--- src/rtl/uart_pkg.sv ---
// Shared UART definitions: default line parameters, transmit state encoding and
// a constant clog2 helper used to size counters in both UART directions.
package uart_pkg;

  localparam int DEFAULT_CLKS_PER_BIT = 434;  // 50 MHz / 115200 baud
  localparam int DEFAULT_DATA_BITS    = 8;

  typedef enum logic [2:0] {
    TX_IDLE   = 3'd0,
    TX_START  = 3'd1,
    TX_DATA   = 3'd2,
    TX_PARITY = 3'd3,
    TX_STOP   = 3'd4
  } tx_state_e;

  // Ceiling log2 with a floor of 1 bit so a counter never collapses to zero width.
  function automatic int clog2(input int value);
    int result;
    int v;
    result = 0;
    v      = value - 1;
    while (v > 0) begin
      result = result + 1;
      v      = v >> 1;
    end
    if (result == 0) result = 1;
    return result;
  endfunction

endpackage

--- src/rtl/uart_baud_div.sv ---
// Bit-period divider: counts 0..CLKS_PER_BIT-1 and flags the final cycle of each
// bit. Holding clear parks the count at 0 so the next bit starts a full period.
module uart_baud_div
  import uart_pkg::*;
#(
  parameter int CLKS_PER_BIT = DEFAULT_CLKS_PER_BIT
) (
  input  logic clk,
  input  logic rst,
  input  logic clear,
  output logic bit_tick
);

  localparam int            CW   = clog2(CLKS_PER_BIT);
  localparam logic [CW-1:0] LAST = CW'(CLKS_PER_BIT - 1);

  logic [CW-1:0] count;

  // NOTE: clocked state is only ever assigned with <=, so every flop samples the
  // pre-edge value of its neighbours regardless of process evaluation order.
  always_ff @(posedge clk) begin
    if (rst || clear) begin
      count <= '0;
    end else if (count == LAST) begin
      count <= '0;
    end else begin
      count <= count + 1'b1;
    end
  end

  assign bit_tick = (count == LAST);

endmodule

--- src/rtl/uart_tx.sv ---
// UART transmitter: valid/ready byte intake, LSB-first framing with one start and
// one stop bit. Define UART_TX_PARITY_EN to insert an even-parity bit before stop.
module uart_tx
  import uart_pkg::*;
#(
  parameter int CLKS_PER_BIT = DEFAULT_CLKS_PER_BIT,
  parameter int DATA_BITS    = DEFAULT_DATA_BITS
) (
  input  logic                 clk,
  input  logic                 rst,
  input  logic [DATA_BITS-1:0] tx_data,
  input  logic                 tx_valid,
  output logic                 tx_ready,
  output logic                 TxD,
  output logic                 busy,
  output logic                 tx_done
);

  localparam int            BW       = clog2(DATA_BITS);
  localparam logic [BW-1:0] LAST_BIT = BW'(DATA_BITS - 1);

  tx_state_e            state;
  tx_state_e            state_next;
  logic                 bit_tick;
  logic                 div_clear;
  logic                 accept;
  logic                 last_bit;
  logic                 txd_next;
  logic [DATA_BITS-1:0] shift_reg;
  logic [DATA_BITS-1:0] shift_next;
  logic [BW-1:0]        bit_cnt;
`ifdef UART_TX_PARITY_EN
  logic                 parity;
`endif

  assign accept    = tx_valid && (state == TX_IDLE);
  assign last_bit  = (bit_cnt == LAST_BIT);
  assign div_clear = (state == TX_IDLE);

  uart_baud_div #(
    .CLKS_PER_BIT(CLKS_PER_BIT)
  ) u_baud_div (
    .clk     (clk),
    .rst     (rst),
    .clear   (div_clear),
    .bit_tick(bit_tick)
  );

  // State register
  always_ff @(posedge clk) begin
    if (rst) begin
      state <= TX_IDLE;
    end else begin
      state <= state_next;
    end
  end

  // Next-state logic
  // NOTE: state_next takes a default before the case so no path leaves it
  // unassigned; without it synthesis would infer a latch.
  always_comb begin
    state_next = state;
    case (state)
      TX_IDLE:  if (accept)   state_next = TX_START;
      TX_START: if (bit_tick) state_next = TX_DATA;
      TX_DATA: begin
        if (bit_tick && last_bit) begin
`ifdef UART_TX_PARITY_EN
          state_next = TX_PARITY;
`else
          state_next = TX_STOP;
`endif
        end
      end
`ifdef UART_TX_PARITY_EN
      TX_PARITY: if (bit_tick) state_next = TX_STOP;
`endif
      TX_STOP:  if (bit_tick) state_next = TX_IDLE;
      default:  state_next = TX_IDLE;
    endcase
  end

  // Shift register input: load on handshake, shift out one bit per data tick.
  always_comb begin
    shift_next = shift_reg;
    if (accept) begin
      shift_next = tx_data;
    end else if ((state == TX_DATA) && bit_tick) begin
      shift_next = shift_reg >> 1;
    end
  end

  // NOTE: the shift register is reset too, so an abandoned frame leaves no
  // stale byte behind; it is a handful of flops, not a memory array.
  always_ff @(posedge clk) begin
    if (rst) begin
      shift_reg <= '0;
      bit_cnt   <= '0;
    end else begin
      shift_reg <= shift_next;
      if (state == TX_IDLE) begin
        bit_cnt <= '0;
      end else if ((state == TX_DATA) && bit_tick) begin
        bit_cnt <= last_bit ? '0 : bit_cnt + 1'b1;
      end
    end
  end

`ifdef UART_TX_PARITY_EN
  // Even parity is captured with the byte since the shift register is consumed.
  always_ff @(posedge clk) begin
    if (rst) begin
      parity <= 1'b0;
    end else if (accept) begin
      parity <= ^tx_data;
    end
  end
`endif

  // Output logic; the line level is decoded from the upcoming state and then
  // registered so TxD changes exactly on bit boundaries with no glitches.
  always_comb begin
    tx_ready = (state == TX_IDLE);
    busy     = (state != TX_IDLE);
    tx_done  = (state == TX_STOP) && bit_tick;
    txd_next = 1'b1;
    case (state_next)
      TX_START:  txd_next = 1'b0;
      TX_DATA:   txd_next = shift_next[0];
`ifdef UART_TX_PARITY_EN
      TX_PARITY: txd_next = parity;
`endif
      default:   txd_next = 1'b1;
    endcase
  end

  always_ff @(posedge clk) begin
    if (rst) begin
      TxD <= 1'b1;
    end else begin
      TxD <= txd_next;
    end
  end

endmodule

--- config.mk ---
export PLATFORM = sky130hd
export DESIGN_NAME = uart_tx
export DESIGN_NICKNAME = d
export VERILOG_FILES = /design/src/rtl/uart_pkg.sv /design/src/rtl/uart_baud_div.sv /design/src/rtl/uart_tx.sv
export SDC_FILE = /design/constraint.sdc
export NUM_CORES = 1
export LEC_CHECK = 0
export ABC_AREA = 1
export CAP_MARGIN = 40
export CORE_MARGIN = 3
export CORE_UTILIZATION = 53
export DETAILED_ROUTE_END_ITERATION = 6
export PLACE_DENSITY = 0.82
export REMOVE_ABC_BUFFERS = 1
export SETUP_SLACK_MARGIN = 0.3
export SYNTH_ARGS = -nofsm -noshare
export SYNTH_HDL_FRONTEND = slang
export SYNTH_SLANG_ARGS = --single-unit
export TNS_END_PERCENT = 20
--- constraint.sdc ---
create_clock -name clk -period 1.81 [get_ports clk]
set_input_delay 0.543 -clock clk [delete_from_list [all_inputs] [get_ports clk]]
set_output_delay 0.543 -clock clk [all_outputs]
set_load 0.01 [all_outputs]
==> results.sh, run 1 <==
export IMPL_cp_slowest_cell="dfxtp_2"
export IMPL_antennaDiodeCount=0
export IMPL_peakVddDrop_uv=542
export IMPL_root_buffer="clkbuf_4"
export IMPL_fin_area_mm2=0.00168
export IMPL_end_kind="primary output"
export IMPL_die_h_um=53.4
export IMPL_floorplan_rows=16
export IMPL_place_area_mm2=0.00147
export IMPL_drv_cap=0
export IMPL_fmax_mhz=514
export IMPL_clock_path_buffers=2
export IMPL_area_growth_pct=40.7
export IMPL_finalCriticalPeriod_ns=1.95
export IMPL_combPwrFrac_pct=14.6
export IMPL_outcome="finished with violations"
export IMPL_violations="setup timing"
export IMPL_hold_slack_ns=0.491
export IMPL_grt_pass1_vias=1101
export IMPL_vias_per_cell=5.63
export IMPL_ys_seq_area_share_pct=40.3
export IMPL_power_switching_uw=260
export IMPL_grt_usage_pct=22.4
export IMPL_ys_warn_count=0
export IMPL_htree_levels=1
export IMPL_start_kind="flop"
export IMPL_drc=0
export IMPL_vias=1277
export IMPL_rsz0062_at_grt="true"
export IMPL_nFillCells=127
export IMPL_setup_tns_ns=-0.137
export IMPL_slew_headroom_pct=80.0
export IMPL_drive_above_1_share_pct=37.5
export IMPL_clockPowerShare_pct=29.7
export IMPL_dieWidth_um=53.4
export IMPL_multi_input_area_um2=734
export IMPL_overflow=0
export IMPL_cts_sinks=24
export IMPL_leakage_uw=0.000711
export IMPL_slowest_delay_ns=0.35
export IMPL_synth_top_cell_area_share_pct=40.3
export IMPL_critPathRequiredTime_ns=1.27
export IMPL_drt_iter0_drc=65
export IMPL_coreArea_mm2=0.00204
export IMPL_synthArstFlopShare_pct=0
export IMPL_ioPinCount=15
export IMPL_die_area_mm2=0.00285
export IMPL_largest_reg_flops=9
export IMPL_start_util_pct=58.4
export IMPL_drtAntennaViolNets=0
export IMPL_syn_cell_area_mm2=0.00119
export IMPL_gp_congestion=0.779
export IMPL_port_buffers=14
export IMPL_synth_avg_cell_area_um2=7.45
export IMPL_numCtsBuffers=3
export IMPL_path_cells="inv_2, ha_4, nand4_1, nor2_4, inv_2, nor2_1, buf_2"
export IMPL_drtPass1Iterations=4
export IMPL_arrival_ns=1.40
export IMPL_setup_ws_ns=-0.137
export IMPL_routed_wl_um=3480
export IMPL_period_share_pct=108
export IMPL_clock_latency_ns=0.33
export IMPL_synth_edf_count=0
export IMPL_worst_setup_path_type="reg -> out"
export IMPL_ff_latch_area_um2=492
export IMPL_nets=216
export IMPL_synth_seq_cells=24
export IMPL_cpMostUsedCell="inv_2"
export IMPL_hp_class="reg -> reg"
export IMPL_maxSlewViolCount=0
export IMPL_cts_tree="done"
export IMPL_clkTransAtPathRegs_ns=0.14
export IMPL_switching_share_pct=26.0
export IMPL_grt_antenna_before_repair=0
export IMPL_critPathMaxFanout=2
export IMPL_routedWlPerCell_um=15.3
export IMPL_synth_top_cells_by_area="dfxtp_1 40%, nand2_1 10%, nand3_1 9.7%"
export IMPL_power_density_mw_per_mm2=597
export IMPL_yosysUniqueCellTypes=26
export IMPL_yosysTopAreaCell="dfxtp_1"
export IMPL_grt_max_degree=17
export IMPL_setup_viol=1
export IMPL_grt_pass1_wl_um=4560
export IMPL_synth_top_flop_cell="dfxtp_1"
export IMPL_seqPwrFrac_pct=55.7
export IMPL_p_total_uw=1000
export IMPL_fin_worst_skew_ns=0.00778
export IMPL_final_hold_viol_count=0
export IMPL_netlist_instances=160
export IMPL_dp_hpwl_um=1990
export IMPL_p_int_uw=741
export IMPL_worst_pin_slew_ns=0.299
-- Yosys cell counts, types with 2 or more instances --
cell     instances
inv_1           14
nand2_1         33
nor2_4           2
dfxtp_1         24
a31oi_1          2
nor3_1           2
nand2_2          4
nand3_2          3
nor2_2           3
a21oi_1          7
nor3b_1          2
ha_1             4
nand3_1         23
o21ai_0          2
nor2_1          20
inv_2            5
-- cell usage in the layout, fill, tap and decap left out, types with 3 or more instances in the layout --
master / n
nand3_2: 11
nor2_1: 16
inv_1: 12
nand2_1: 29
clkbuf_4: 3
buf_6: 3
clkdlybuf4s50_1: 10
inv_2: 6
nand2_2: 8
nand3_1: 15
a21oi_1: 7
nor2_2: 4
buf_4: 21
dfxtp_1: 19
nor2_4: 5
dfxtp_2: 3
ha_1: 3
-- metal layers --
layer,share of wire (%),vias to the layer above,GRT usage (%),routed length [um]
met5,0,-,0,0
met4,4.8,0,13.6,168
met3,5.2,18,4.23,180
met2,49,62,37.8,1710
met1,41,598,25.8,1420
li1,-,599,-,-
-- final timing paths --
path         depth (start not counted)                      end  slack, ns                           start
max                                  7                  tx_done      -0.14  u_baud_div.count[1]$_SDFF_PP0_
max reg2reg                         10  bit_cnt[1]$_SDFFE_PP0P_       0.22  u_baud_div.count[1]$_SDFF_PP0_
min reg2reg                          2  bit_cnt[2]$_SDFFE_PP0P_       0.49         bit_cnt[2]$_SDFFE_PP0P_
min                                  2  bit_cnt[2]$_SDFFE_PP0P_       0.49         bit_cnt[2]$_SDFFE_PP0P_
-- cells by family (layout without fill, tap and decap cells) --
logic type	count (synthesis)	count (layout)	share of synthesized area (%)
buffers and inverters	20	59	6.93
AOI/OAI and AO/OA	12	12	6.19
xor gates and xnor gates	2	2	1.47
and+or+nand+nor	98	99	40.9
DFF	24	24	40.3
adders and majority gates	4	4	4.20
-- power by group through the flow --
stage	sequential (uW)	combinational [uW]	clock [uW]
6_report	558	146	298
3_5_place_dp	568	119	0
5_1_grt	560	159	329
3_3_place_gp	566	116	0
4_1_cts	557	124	293
2_1_floorplan	567	62.0	0
-- critical path: cells and delay by family (launching register included) --
kind,cells,cell delay [ns]
simple gates,3,0.36
flops,1,0.35
buf+inv,3,0.23
fa+ha+maj,1,0.13
-- final cells by class --
type	instances	area share (%)
clock buffer	4	2.16
timing repair buffer	36	18.2
tap	27	2.01
sequential	24	29.3
inverter	19	4.55
multi-input combinational	117	43.8
-- through the flow --
step,utilization (%),std cells,worst slack (ns)
floorplan,-,159,0.171
global placement,71.9,215,-0.122
detailed placement,71.9,215,-0.156
CTS,75.1,220,-0.112
global route,82.2,227,-0.234
finish,82.2,227,-0.137
-- timing repair --
action	in CTS	in global routing
endpoints found under the hold margin	0	0
endpoints found under the setup margin	4	15
pin swaps	3	12
setup buffers	1	6
gates cloned	0	1
gates resized for setup	25	26
hold buffers	0	0
Note: power is estimated with default switching activity, not from simulation.
==> run 2: changes to the inputs <==
ABC_AREA = not set   (was 1)
CORE_UTILIZATION = 52   (was 53)
PLACE_DENSITY = 0.81   (was 0.82)
==> results.sh, run 2 <==
export IMPL_outcome="finished with violations"
export IMPL_violations="setup timing"
export IMPL_drive_above_1_share_pct=37.5
export IMPL_yosysUniqueCellTypes=30
export IMPL_die_area_mm2=0.00269
export IMPL_nets=168
export IMPL_drt_iter0_drc=35
export IMPL_synth_top_cell_area_share_pct=43.9
export IMPL_final_hold_viol_count=0
export IMPL_path_cells="inv_2, ha_4, nor3b_2, nand4_1, nor2_1, buf_2"
export IMPL_grt_max_degree=15
export IMPL_cts_sinks=24
export IMPL_ioPinCount=15
export IMPL_netlist_instances=120
export IMPL_r2r_slack_ns=-0.06
export IMPL_maxSlewViolCount=0
export IMPL_synth_top_cells_by_count="27 x nor2_1, 24 x dfxtp_1, 8 x mux2i_1"
export IMPL_finalCriticalPeriod_ns=1.92
export IMPL_r2r_end="TxD$_SDFF_PP1_"
export IMPL_period_share_pct=106
export IMPL_ys_seq_area_share_pct=43.9
export IMPL_final_cell_mix="26 x nor2_1, 18 x dfxtp_1, 10 x buf_4"
export IMPL_hold_slack_ns=0.495
export IMPL_cts_tree="done"
export IMPL_clock_path_buffers=2
export IMPL_synth_most_common_cell="nor2_1"
export IMPL_synth_avg_cell_area_um2=9.11
export IMPL_antennaDiodeCount=0
export IMPL_yosysTopAreaCell="dfxtp_1"
export IMPL_port_buffers=14
export IMPL_p_total_uw=1080
export IMPL_routedWlPerCell_um=17.6
export IMPL_gp_congestion=0.876
export IMPL_final_common_cell="nor2_1"
export IMPL_routed_wl_um=3120
export IMPL_grt_pass1_vias=939
export IMPL_slew_headroom_pct=75.2
export IMPL_synth_top_flop_cell="dfxtp_1"
export IMPL_grt_antenna_before_repair=0
export IMPL_fin_worst_skew_ns=0.0169
export IMPL_arrival_ns=1.38
export IMPL_coreArea_mm2=0.00186
export IMPL_clkTransAtPathRegs_ns=0.14
export IMPL_numCtsBuffers=3
export IMPL_critical_path_buf_inv_count=2
export IMPL_worst_setup_path_type="reg -> out"
export IMPL_drtAntennaViolNets=0
export IMPL_grt_pass1_wl_um=3950
export IMPL_area_growth_pct=45.2
export IMPL_peakVddDrop_uv=759
export IMPL_synth_top_cells_by_area="dfxtp_1 44%, nor2_1 9.3%, mux2i_1 7.3%"
export IMPL_hp_class="reg -> reg"
export IMPL_end_kind="primary output"
export IMPL_critPathRequiredTime_ns=1.27
export IMPL_holdPathStages=2
export IMPL_overflow=0
export IMPL_hold_path_endpoint="shift_reg[7]$_SDFFE_PP0P_"
export IMPL_root_buffer="clkbuf_4"
export IMPL_final_cells=177
export IMPL_fmax_mhz=520
export IMPL_ys_warn_count=0
export IMPL_grt_usage_pct=19.2
export IMPL_dieWidth_um=51.9
export IMPL_setup_ws_ns=-0.114
export IMPL_critical_path_top_delay_family="flip-flops"
export IMPL_reg2reg_from="state[1]$_SDFF_PP0_"
export IMPL_setup_viol=3
export IMPL_syn_cell_area_mm2=0.00109
export IMPL_start_kind="flop"
export IMPL_leakage_uw=0.000678
export IMPL_setup_tns_ns=-0.193
export IMPL_fin_util_pct=85.5
export IMPL_power_density_mw_per_mm2=682
export IMPL_start_util_pct=58.9
export IMPL_cp_slowest_cell="dfxtp_2"
export IMPL_drv_cap=0
export IMPL_htree_levels=1
export IMPL_clock_latency_ns=0.33
export IMPL_vias=1037
export IMPL_synthArstFlopShare_pct=0
export IMPL_critPathMaxFanout=2
export IMPL_largest_reg_flops=9
export IMPL_ff2ff_path_depth=6
export IMPL_drtPass1Iterations=4
export IMPL_worst_pin_slew_ns=0.371
export IMPL_die_h_um=51.9
export IMPL_slowest_delay_ns=0.36
export IMPL_dp_cells=170
export IMPL_dp_hpwl_um=1710
export IMPL_drc=0
export IMPL_synth_edf_count=0
export IMPL_vias_per_cell=5.86
export IMPL_holdCritStartpoint="shift_reg[7]$_SDFFE_PP0P_"
export IMPL_floorplan_rows=15
export IMPL_rsz0062_at_grt="true"
export IMPL_synth_seq_cells=24
run 2: per-stage QoR:
step,area (um^2),setup slack (ns)
floorplan,1070,-0.251
global placement,1360,-0.536
detailed placement,1360,-0.600
CTS,1460,-0.0788
global route,1590,-0.190
finish,1590,-0.114
run 2: final cells by class:
cell class	count	area, um^2
Multi-Input combinational cell	88	676
Sequential cell	24	488
Timing Repair Buffer	33	329
Clock inverter	1	30.0
Tap cell	25	31.3
Fill cell	98	270
Inverter	3	11.3
Clock buffer	3	22.5
run 2: where the power goes:
group	leakage [uW]	switching, uW	internal [uW]	total [uW]
Combinational	0.000451	56.5	72.2	129
Clock	0.0000279	170	224	394
Sequential	0.000199	12.6	547	560
run 2: worst register-to-register path, cell delays in order (launching register included):
cell and delay (ns):
dfxtp_2 0.35, buf_6 0.12, or4b_4 0.55, mux2_4 0.31
mux2_4 0.27, o21ai_2 0.11, nand2b_1 0.06
run 2: kinds of logic (layout without fill, tap and decap cells):
family | count (synthesis) | count (layout) | share of synthesized area [%]
compound gates | 13 | 13 | 7.89
xor+xnor | 7 | 7 | 5.61
buf+inv | 8 | 40 | 2.97
simple gates | 54 | 54 | 24.9
fa+ha+maj | 4 | 4 | 4.58
mux | 10 | 10 | 10.1
flops | 24 | 24 | 43.9
run 2: per-layer routing:
metal | vias to the layer above | wire length [um] | GRT usage [%]
met2 | 44 | 1560 | 33.5
met5 | - | 0 | 0
met1 | 499 | 1320 | 21.8
li1 | 485 | - | -
met3 | 9 | 191 | 5.44
met4 | 0 | 50 | 7.42
run 2: timing repair:
item | in CTS | in global routing
pin swaps | 4 | 11
resized for setup | 34 | 21
cloned | 0 | 1
endpoints found under the setup margin | 26 | 25
buffers inserted | 0 | 2
hold buffers | 0 | 0
run 2: worst max path at each step:
| stage | start | end | slack [ns] | depth (start not counted) |
|---|---|---|---|---|
| final | u_baud_div.count[1]$_SDFF_PP0_ | tx_done | -0.11 | 6 |
| after CTS | u_baud_div.count[1]$_SDFF_PP0_ | tx_done | -0.08 | 6 |
| after detailed placement | tx_valid | TxD$_SDFF_PP1_ | -0.60 | 6 |
| after floorplan | tx_valid | TxD$_SDFF_PP1_ | -0.25 | 5 |
| after global placement | tx_valid | TxD$_SDFF_PP1_ | -0.54 | 6 |
| after global routing | u_baud_div.count[1]$_SDFF_PP0_ | tx_done | -0.19 | 6 |
